--- src/rtl/dline_xfer.sv ---
// rtl/dline_xfer.sv - cache line transfer engine over a 4-bit quad-SPI style memory bus (option: DLINE_XFER_DUMMY_EN)
module dline_xfer #(
    parameter int          LINE_LENGTH = 4,
    parameter int          PA          = 22,
    parameter logic [7:0]  CMD_READ    = 8'hEB,
    parameter logic [7:0]  CMD_WRITE   = 8'h38,
    parameter int          DUMMY       = 6
) (
    input  logic                                clk,
    input  logic                                reset,
    input  logic                                req,
    input  logic                                push,
    input  logic                                pull,
    input  logic [PA-$clog2(LINE_LENGTH)-1:0]   tag,
    output logic                                busy,
    output logic                                done,
    input  logic [3:0]                          dwrite,
    output logic [3:0]                          dread,
    output logic                                rstrobe_d,
    output logic                                wstrobe_d,
    output logic                                q_cs_n,
    output logic                                q_sck_en,
    output logic [3:0]                          q_out,
    output logic                                q_oe,
    input  logic [3:0]                          q_in
);

    localparam int OW   = $clog2(LINE_LENGTH);
    localparam int NIBS = 2 * LINE_LENGTH;
    localparam int CW   = $clog2((NIBS > 16) ? NIBS : 16);

    typedef enum logic [2:0] {
        S_IDLE,
        S_CMD,
        S_ADDR,
        S_WAIT,
        S_DATA,
        S_DONE
    } state_t;

    state_t         state;
    state_t         state_next;
    logic [CW-1:0]  cnt;
    logic [CW-1:0]  cnt_next;
    logic           is_push;
    logic [31:0]    hdr_sh;
    logic [3:0]     q_data;
    logic [23:0]    addr24;
    logic           accept;
    logic           pull_data;

    // Byte address of the line: tag followed by zero offset bits, zero-extended.
    assign addr24    = 24'({tag, {OW{1'b0}}});
    assign accept    = (state == S_IDLE) && req && (push || pull);
    assign pull_data = (state == S_DATA) && !is_push;

    // Next-state sequencing and the bus/cache-facing outputs decoded from the phase.
    always_comb begin
        state_next = state;
        cnt_next   = cnt + CW'(1);
        busy       = 1'b1;
        done       = 1'b0;
        q_cs_n     = 1'b0;
        q_sck_en   = 1'b1;
        q_oe       = 1'b0;
        q_out      = 4'h0;
        rstrobe_d  = 1'b0;
        case (state)
            S_IDLE: begin
                busy     = 1'b0;
                q_cs_n   = 1'b1;
                q_sck_en = 1'b0;
                cnt_next = '0;
                if (accept) begin
                    state_next = S_CMD;
                end
            end
            S_CMD: begin
                q_oe  = 1'b1;
                q_out = hdr_sh[31:28];
                if (cnt == CW'(1)) begin
                    state_next = S_ADDR;
                    cnt_next   = '0;
                end
            end
            S_ADDR: begin
                q_oe  = 1'b1;
                q_out = hdr_sh[31:28];
                if (cnt == CW'(5)) begin
                    // Push fetches its first nibble one cycle ahead of DATA.
                    rstrobe_d = is_push;
                    cnt_next  = '0;
                    if (is_push) begin
                        state_next = S_DATA;
                    end else begin
`ifdef DLINE_XFER_DUMMY_EN
                        state_next = S_WAIT;
`else
                        state_next = S_DATA;
`endif
                    end
                end
            end
            S_WAIT: begin
                if (cnt == CW'(DUMMY - 1)) begin
                    state_next = S_DATA;
                    cnt_next   = '0;
                end
            end
            S_DATA: begin
                q_oe      = is_push;
                q_out     = is_push ? q_data : 4'h0;
                rstrobe_d = is_push && (cnt != CW'(NIBS - 1));
                if (cnt == CW'(NIBS - 1)) begin
                    state_next = S_DONE;
                    cnt_next   = '0;
                end
            end
            S_DONE: begin
                done       = 1'b1;
                q_cs_n     = 1'b1;
                q_sck_en   = 1'b0;
                state_next = S_IDLE;
                cnt_next   = '0;
            end
            default: begin
                busy       = 1'b0;
                q_cs_n     = 1'b1;
                q_sck_en   = 1'b0;
                state_next = S_IDLE;
                cnt_next   = '0;
            end
        endcase
    end

    // Phase register, request latch, header shifter and data-path registers.
    always_ff @(posedge clk) begin
        if (!reset) begin
            state     <= S_IDLE;
            cnt       <= '0;
            is_push   <= 1'b0;
            hdr_sh    <= '0;
            q_data    <= 4'h0;
            dread     <= 4'h0;
            wstrobe_d <= 1'b0;
        end else begin
            state <= state_next;
            cnt   <= cnt_next;
            if (accept) begin
                is_push <= push;
                hdr_sh  <= {(push ? CMD_WRITE : CMD_READ), addr24};
            end else if ((state == S_CMD) || (state == S_ADDR)) begin
                hdr_sh <= {hdr_sh[27:0], 4'h0};
            end
            if (rstrobe_d) begin
                q_data <= dwrite;
            end
            if (pull_data) begin
                dread <= q_in;
            end
            // The fill strobe trails the memory sample by one cycle, so the last one lands in DONE.
            wstrobe_d <= pull_data;
        end
    end

endmodule

--- config.mk ---
export PLATFORM = sky130hd
export DESIGN_NAME = dline_xfer
export DESIGN_NICKNAME = d
export VERILOG_FILES = /design/src/rtl/dline_xfer.sv
export SDC_FILE = /design/constraint.sdc
export NUM_CORES = 1
export LEC_CHECK = 0
export ABC_AREA = 1
export CAP_MARGIN = 20
export CORE_UTILIZATION = 45
export CTS_BUF_LIST = sky130_fd_sc_hd__clkbuf_8
export DETAILED_ROUTE_END_ITERATION = 6
export GPL_TIMING_DRIVEN = 0
export PLACE_DENSITY = 0.72
export SYNTH_ARGS = -nofsm -noshare
export SYNTH_HDL_FRONTEND = slang
export SYNTH_SLANG_ARGS = --single-unit
export TNS_END_PERCENT = 30
--- constraint.sdc ---
create_clock -name clk -period 1.6 [get_ports clk]
set_input_delay 0.24 -clock clk [delete_from_list [all_inputs] [get_ports clk]]
set_output_delay 0.24 -clock clk [all_outputs]
set_load 0.02 [all_outputs]
==> results_dict.tcl <==
set metrics [dict create \
    drt_iter0_markers 94 \
    ys_ff_latch 47 \
    setup_violations 10 \
    status "finished with violations" \
    grt_pass1_vias 2039 \
    wl_per_cell_um 12.7 \
    crit_required_ns 1.36 \
    grt_pass1_wl_um 8910 \
    overflow 0 \
    startpoint_type "flop" \
    fin_nets 423 \
    synth_compound_area_frac 0.113 \
    vias 2188 \
    cts_buffer_depth 2 \
    timing.final.ws_setup_ns -0.0941 \
    maxCapViolCount 0 \
    grt_start_max_net_pins 15 \
    min_path_type "reg2reg" \
    ant_nets 0 \
    syn_area_per_cell_um2 6.83 \
    busiest_layer "met2" \
    drt-total-wl_um 5590 \
    initial_utilization 0.486 \
    yosysSeqAreaShare 0.430 \
    cts_tree "yes" \
    yosysTopAreaCellShare 0.430 \
    grtUsageMet1 0.273 \
    yosys.cell_types.count 25 \
    clk_pin_slew_ns 0.09 \
    synth_cells 320 \
    synth_top_area_cell "dfxtp_1" \
    ios 48 \
    slew_violations 0 \
    period_minus_slack_ns 1.69 \
    synth_fa_ha_area_frac 0.0114 \
    synth-xor-area-share 0.00400 \
    cts_buffers 5 \
    violations "negative setup slack" \
    slew_headroom 0.651 \
    worst-path-max-fanout 4 \
    fp.dieW_um 71.7 \
    portBuffers 47 \
    syn_nets 355 \
    synthSimpleGateAreaFrac 0.353 \
    p_leak_nw 1.43 \
    skew_ns 0.00785 \
    cts.sinks 47 \
    syn_area_um2 2190 \
    tightest_slew_ns 0.524 \
    yosysWarnings 0 \
    yosys-mux-area-fraction 0 \
    fmax_mhz 590 \
    arrival_ns 1.45 \
    antenna_cells 0 \
    rsz0062_at_grt "true" \
    grt.total_usage 0.224 \
    period_share 1.06 \
    ir_drop_uv 918 \
    clk_latency_ns 0.31 \
    synth_area_leaders "dfxtp_1 (43%), nand2_1 (18%), nor2_1 (7.7%), a21oi_1 (6.6%), nand3_1 (4.8%)" \
    hold_viol_final 0 \
    antenna_found_initial 0 \
    fp.dieH_um 71.7 \
    syn2layout_area_growth_pct 42.6 \
    core_um2 4500 \
    via_per_inst 4.96 \
    gp_congestion 0.900 \
    drive_gt1_frac 0.229 \
    fp-row-count 24 \
    drtPass1Iterations 4 \
    met2_usage 0.383 \
    drc_errors 0 \
    synth_top_family_by_area "simple AND/OR/NAND/NOR gates" \
    fin_tns_setup_ns -0.597 \
    htree_levels 2 \
    dp_hpwl_um 3690 \
    root_buffer "clkbuf_8" \
    finalInstanceArea_um2 3120 \
    met3_usage 0.0549 \
    powerDensity_nw_per_um2 1610 \
    critical_path_class "reg2out" \
    die_area_um2 5140 \
    worstSetupEndpointType "output port" \
    place_area_um2 2720 \
]
-- metrics by stage --
| stage | std cells | util | hold WS, ns | power [mW] | setup WS (ns) |
|---|---|---|---|---|---|
| after floorplan | 320 | - | 0.361 | 3.02 | 0.0921 |
| after global placement | 419 | 0.604 | 0.444 | 3.61 | -0.440 |
| after detailed placement | 419 | 0.604 | 0.450 | 3.65 | -0.432 |
| after CTS | 441 | 0.664 | 0.457 | 4.81 | -0.119 |
| after global routing | 441 | 0.692 | 0.476 | 5.38 | -0.169 |
| final | 441 | 0.692 | 0.459 | 5.04 | -0.0941 |
-- Yosys cell counts --
cell type	number
a21oi_1	29
a21oi_2	4
buf_1	1
buf_2	3
buf_4	1
buf_6	4
clkbuf_1	2
dfxtp_1	47
ha_1	2
inv_1	26
inv_2	3
inv_4	1
nand2_1	104
nand2_2	4
nand2_4	1
nand3_1	21
nand3_2	1
nor2_1	45
nor2_2	1
nor2_4	4
nor3_1	2
o21ai_0	11
o21ai_1	1
o22ai_1	1
xor2_1	1
-- metal layers --
metal | vias to the layer above | share of wire
met2 | 63 | 0.49
met1 | 975 | 0.44
met4 | 0 | 0.017
li1 | 1141 | -
met3 | 9 | 0.053
met5 | - | 0
-- state kept, by name (all words and copies together), names as in the netlist --
name       count
hdr_sh        30
cnt            4
dread          4
q_data         4
state          3
is_push        1
wstrobe_d      1
-- path summary, 6_finish.rpt --
path,start,end,cells past startpoint,slack (ns)
worst max-delay path,cnt[0],rstrobe_d,9,-0.09
worst min-delay path,hdr_sh[22],hdr_sh[22],2,0.46
worst max register to register,state[1],q_data[0],12,-0.07
worst min register to register,hdr_sh[22],hdr_sh[22],2,0.46
-- power by group --
group | total [mW] | internal (mW) | switching (mW)
Sequential | 1.63 | 1.44 | 0.189
Combinational | 2.38 | 0.988 | 1.39
Clock | 1.02 | 0.618 | 0.403
-- kinds of logic after synthesis --
family | after synthesis
AO/OA/AOI/OAI | 46
XOR/XNOR | 1
adder cells (fa/ha/maj) | 2
buffers and inverters | 41
flip-flops | 47
AND/OR/NAND/NOR | 183
-- layout make-up --
type	count	area, µm²
clock buffers	5	68.8
multi-input cells	232	1180
repair buffers	61	566
flip-flops and latches	47	957
plain buffers	11	95.1
inverters	30	123
clock inverters	3	63.8
fillers	400	1390
well taps	52	65.1
-- placed cells by master, fill, tap and decap left out, drive strengths merged --
cell type,count
nor3,2
xor2,1
o22ai,1
o21ai,12
ha,2
nand3,22
buf,30
inv,31
bufinv,2
dlygate4sd2,2
dfxtp,47
nor2,50
nand2,109
clkbuf,8
a21oi,33
clkdlybuf4s50,37
-- worst max-delay path, cell delays in order (launching register included) --
cell and delay (ns):
dfxtp_4 0.39, ha_4 0.16, nand2_4 0.05, nor2_4 0.12, inv_2 0.06, nand2_2 0.07
o21ai_2 0.06, nand2_2 0.07, inv_1 0.05, buf_6 0.12
-- timing repair --
| item | CTS | global route |
|---|---|---|
| buffers inserted | 14 | 2 |
| gates resized for setup | 63 | 43 |
| endpoints found under the hold margin | 0 | 0 |
| pin swaps | 1 | 14 |
| hold buffers | 0 | 0 |
| setup endpoints to repair | 20 | 26 |
Power figures use the tool's default switching activity.
